[src/rtl/demux_pkg.sv]
// Shared constants for the 4-way write-side demux; see demux4_route.sv for the
// optional DEMUX_BROADCAST_EN build.
package demux_pkg;

  localparam int NUM_WAYS = 4;
  localparam int SEL_W    = 2;

  localparam int CH_REG = 0;
  localparam int CH_MEM = 1;
  localparam int CH_PC  = 2;
  localparam int CH_DBG = 3;

  localparam logic [0:0] ST_EMPTY = 1'b0;
  localparam logic [0:0] ST_FULL  = 1'b1;

  typedef logic [SEL_W-1:0] sel_t;

  function automatic logic [NUM_WAYS-1:0] sel_onehot(input sel_t sel);
    sel_onehot = NUM_WAYS'(1) << sel;
  endfunction

endpackage

[src/rtl/demux_slot.sv]
// One-entry holding register for a single demux channel with valid/ready
// handshake; can_load lets the word be replaced in the cycle it drains.
module demux_slot
  import demux_pkg::*;
#(
  parameter int LENGTH = 32
) (
  input  logic            clk,
  input  logic            rst_n,
  input  logic            load,
  input  logic [LENGTH:1] din,
  input  logic            take,
  output logic [LENGTH:1] dout,
  output logic            full,
  output logic            can_load
);

  logic [0:0]      state_q, state_d;
  logic [LENGTH:1] data_q, data_d;

  assign full     = (state_q == ST_FULL);
  assign can_load = !full | take;
  assign dout     = data_q;

  // A load wins over a drain; the data register keeps its value once emptied.
  always_comb begin
    state_d = state_q;
    data_d  = data_q;
    if (load) begin
      state_d = ST_FULL;
      data_d  = din;
    end else if (full && take) begin
      state_d = ST_EMPTY;
    end
  end

  always_ff @(posedge clk) begin
    if (!rst_n) begin
      state_q <= ST_EMPTY;
      data_q  <= '0;
    end else begin
      state_q <= state_d;
      data_q  <= data_d;
    end
  end

endmodule

[src/rtl/demux4_route.sv]
// Routes one source word to one of four buffered destination channels.
// Defining DEMUX_BROADCAST_EN adds the bcast port for an all-channel write.
module demux4_route
  import demux_pkg::*;
#(
  parameter int LENGTH = 32
) (
  input  logic            clk,
  input  logic            rst_n,
  input  logic [1:0]      s,
  input  logic            in_valid,
  output logic            in_ready,
  input  logic [LENGTH:1] d,
`ifdef DEMUX_BROADCAST_EN
  input  logic            bcast,
`endif
  output logic [LENGTH:1] y0,
  output logic [LENGTH:1] y1,
  output logic [LENGTH:1] y2,
  output logic [LENGTH:1] y3,
  output logic            v0,
  output logic            v1,
  output logic            v2,
  output logic            v3,
  input  logic            r0,
  input  logic            r1,
  input  logic            r2,
  input  logic            r3
);

  logic [NUM_WAYS-1:0] take_w, load_w, full_w, can_w, sel_oh;
  logic [LENGTH:1]     dout_w [NUM_WAYS];
  logic                accept;

  assign take_w[CH_REG] = r0;
  assign take_w[CH_MEM] = r1;
  assign take_w[CH_PC]  = r2;
  assign take_w[CH_DBG] = r3;

  assign sel_oh = sel_onehot(s);
  assign accept = in_valid & in_ready;

  // Ready depends only on slot occupancy and consumer ready, never on d.
`ifdef DEMUX_BROADCAST_EN
  assign in_ready = bcast ? (&can_w) : can_w[s];
  assign load_w   = accept ? (bcast ? {NUM_WAYS{1'b1}} : sel_oh) : '0;
`else
  assign in_ready = can_w[s];
  assign load_w   = {NUM_WAYS{accept}} & sel_oh;
`endif

  for (genvar k = 0; k < NUM_WAYS; k++) begin : g_slot
    demux_slot #(.LENGTH(LENGTH)) u_slot (
      .clk      (clk),
      .rst_n    (rst_n),
      .load     (load_w[k]),
      .din      (d),
      .take     (take_w[k]),
      .dout     (dout_w[k]),
      .full     (full_w[k]),
      .can_load (can_w[k])
    );
  end

  assign y0 = dout_w[CH_REG];
  assign y1 = dout_w[CH_MEM];
  assign y2 = dout_w[CH_PC];
  assign y3 = dout_w[CH_DBG];
  assign v0 = full_w[CH_REG];
  assign v1 = full_w[CH_MEM];
  assign v2 = full_w[CH_PC];
  assign v3 = full_w[CH_DBG];

endmodule
[config.mk]
export PLATFORM = sky130hd
export DESIGN_NAME = demux4_route
export DESIGN_NICKNAME = d
export VERILOG_FILES = /design/src/rtl/demux_pkg.sv /design/src/rtl/demux_slot.sv /design/src/rtl/demux4_route.sv
export SDC_FILE = /design/constraint.sdc
export NUM_CORES = 1
export LEC_CHECK = 0
export ABC_AREA = 1
export CAP_MARGIN = 20
export CORE_MARGIN = 2
export CORE_UTILIZATION = 48
export CTS_CLUSTER_DIAMETER = 40
export DETAILED_ROUTE_END_ITERATION = 8
export HOLD_SLACK_MARGIN = 0.1
export PLACE_DENSITY_LB_ADDON = 0.05
export SETUP_SLACK_MARGIN = 0.05
export SLEW_MARGIN = 25
export SYNTH_ARGS = -nofsm -noshare
export SYNTH_HDL_FRONTEND = slang
export SYNTH_SLANG_ARGS = --single-unit
[constraint.sdc]
create_clock -name clk -period 1.5 [get_ports clk]
set_input_delay 0.3 -clock clk [delete_from_list [all_inputs] [get_ports clk]]
set_output_delay 0.3 -clock clk [all_outputs]
set_load 0.02 [all_outputs]
==> metrics.md <==
| Metric | Value |
|---|---|
| Clk pwr share | ~43% |
| Global-route wire length before repair | 30.0 mm |
| Vias in the first global route | 5,763 |
| WL/cell | roughly 15 um |
| Sw Share | between 20 and 30% |
| Number of synthesized register bits | between 100 and 150 |
| WS Path Type | reg -> out |
| Yosys warns | 0 |
| DRT Pass-1 Iters | 6 |
| RSZ-0062 raised after global routing | true |
| Antenna violations before repair | 0 |
| Reg-to-reg slack, setup | -150 ps |
| Fin worst setup slack | -175 ps |
| Largest net degree at the start of global routing | 48 |
| Normalized max-slew margin | between 70% and 80% |
| H-Tree Level Count | 4 |
| Syn_nets | 1,002 |
| Worst Setup End Kind | output pin |
| Final min period | ~1700 ps |
| ANT cells | 0 |
| DRC | 0 |
| Initial Util | around 50% |
| DR vias | 6,414 |
| GPL Wtd Cong | 0.825 |
| Final ANT Viol Nets | 0 |
| Die H | around 120 um |
| Clock sink count | roughly 130 |
| PD cells | ~1000 nW/um^2 |
| Hold Vio Cnt, Final | 0 |
| Net Sw Power | roughly 2.6 mW |
| Final Skew | about 9 ps |
| Area growth from synthesis to layout | 57.3% |
| Post-layout instance area | approximately 9500 um^2 |
| CTS clk-pin slew, worst paths | 50 ps |
| Total track usage | between 20% and 30% |
| Vias per cell | ~4.8 |
| Worst skew pair latency | around 430 ps |
| Gate power share | around 18% |
| Area contributors post-synth | dfxtp_1 44%, nand2_1 17%, inv_1 15%, nor2_1 12%, nand4_1 6.9% |
| Failing checks | negative setup slack |
| Cell Area, Synth | roughly 6000 um^2 |
| Sequential area share after synthesis | between 40 and 50% |
| CP max FO | 3 |
| Most frequent cells in the layout | 207 x nand2_1, 197 x inv_1, 182 x nor2_1 |
| Int Pwr | about 7.0 mW |
| Total grt overflow | 0 |
| First-iteration detailed-routing DRC count | 562 |
| Synth top area share | 43.9% |
| # IOs | between 150 and 200 |
| # hold bufs at CTS | 0 |
| Leading area contributor after synthesis | dfxtp_1 |
| Status | complete, but fails checks |
| DP Area | about 8000 um^2 |
| Worst Path Required | 1200 ps |
| Inserted Clock Buffers | 17 |
| Buffers added on ports | 173 |
| Worst Max-Slew Pin Slew | approximately 410 ps |
| Reg power frac | about two fifths |
| Peak supply drop | roughly 0.57 mV |
| Root buf cell | clkbuf_16 |
| Syn Area/Cell | 6.26 um^2 |
| Multi-input logic area | between 2000 and 3000 um^2 |
| Peak Freq | 597 MHz |
| Fin crit share | 112% |
| Commonest non-fill, non-tap cell in the layout | nand2_1 |
| Worst hold path class | in -> reg |
| Data arrival, critical path | about 1400 ps |
| Die Area | 13,500 um^2 |
| Post-DP HPWL | about 11 mm |
| Core area | between 10,000 and 15,000 um^2 |
| Final WL | roughly 20 mm |
| Post-Syn Instances | 961 |
| Register Area | 2650 um^2 |
| Setup_tns | -5750 ps |
| Max Cap Violations | 0 |
| Fillers | between 900 and 1k |
| CTS tree | built |
| Site Rows | 40 |
| Final net count | approximately 1.2k |
| Final setup fails | 63 |
| Critical Path Start Type | flop |
| Clock Path Buffers | 2 |
| P_leak | approximately 5.2 nW |
| Die Width | 116 um |
| Layout cells sized above 1 | between 10% and 20% |
| Post-synth cell types | 15 |
| Final Max Slew Viols | 0 |
registers in the layout, summed over array words and instances, names as in the netlist:
name	cells
g_slot.u_slot.dout	128
g_slot.u_slot.full	4
final timing paths:
path,depth (start not counted),endpoint,startpoint
min,3,g_slot[1].u_slot.dout[25],rst_n
min reg2reg,4,g_slot[2].u_slot.dout[3],g_slot[2].u_slot.dout[3]
max reg2reg,13,g_slot[3].u_slot.dout[21],g_slot[0].u_slot.full
max,7,in_ready,g_slot[0].u_slot.full
Yosys cell counts, drive strengths merged:
master	count
a21oi	4
buf	36
clkbuf	18
dfxtp	132
inv	237
nand2	265
nand3	2
nand3b	1
nand4	66
nor2	200
repair_timing:
action / 4_1_cts / 5_1_grt
setup endpoints to repair: 265 / 113
pin swaps: 39 / 67
resized for setup: 253 / 122
gates cloned: 16 / 3
setup buffers: 24 / 8
power by group through the flow:
| stage | registers (mW) | clock network (mW) | logic (mW) |
|---|---|---|---|
| 2_1_floorplan | 4.10 | 0 | 0.604 |
| 3_3_place_gp | 3.87 | 0 | 1.53 |
| 3_5_place_dp | 3.87 | 0 | 1.54 |
| 4_1_cts | 3.79 | 4.12 | 1.64 |
| 5_1_grt | 3.82 | 4.32 | 1.89 |
| 6_report | 3.80 | 4.13 | 1.74 |
through the flow:
step,util (%),power [mW],hold slack (ps),cells,worst slack (ps)
final,78.2,9.67,296,1341,-175
after global routing,78.2,10.0,299,1341,-239
after CTS,77.2,9.56,287,1344,-169
after detailed placement,65.9,5.41,497,1274,-725
after global placement,65.9,5.40,494,1274,-712
after floorplan,-,4.71,435,961,55.7
layout make-up:
cell class,count,area share (%)
clock buffers,27,5.73
clock inverters,3,0.423
inverters,237,9.39
multi-input cells,538,27.1
flip-flops and latches,132,28.0
well taps,168,2.22
repair buffers,236,27.1
cell families after synthesis:
| group | synth area share (%) |
|---|---|
| simple gates | 36.5 |
| buf+inv | 19.3 |
| flops | 43.9 |
| compound gates | 0.333 |
per-layer routing:
metal  wire, um  track usage [%]  share of wire [%]
met1       8220             36.4                 41
met2       9560             46.7                 48
met3       1570             8.58                7.8
met4        673             14.0                3.4
met5          0                0                  0
worst max-delay path, cell delays in order (launching register included):
cell and delay [ps]:
dfxtp_2 330, inv_2 40, nor2_4 120, nand2_2 70, nand2_2 80, nor2_4 40, buf_4 140, buf_6 120
Note: power is estimated with default switching activity, not from simulation.
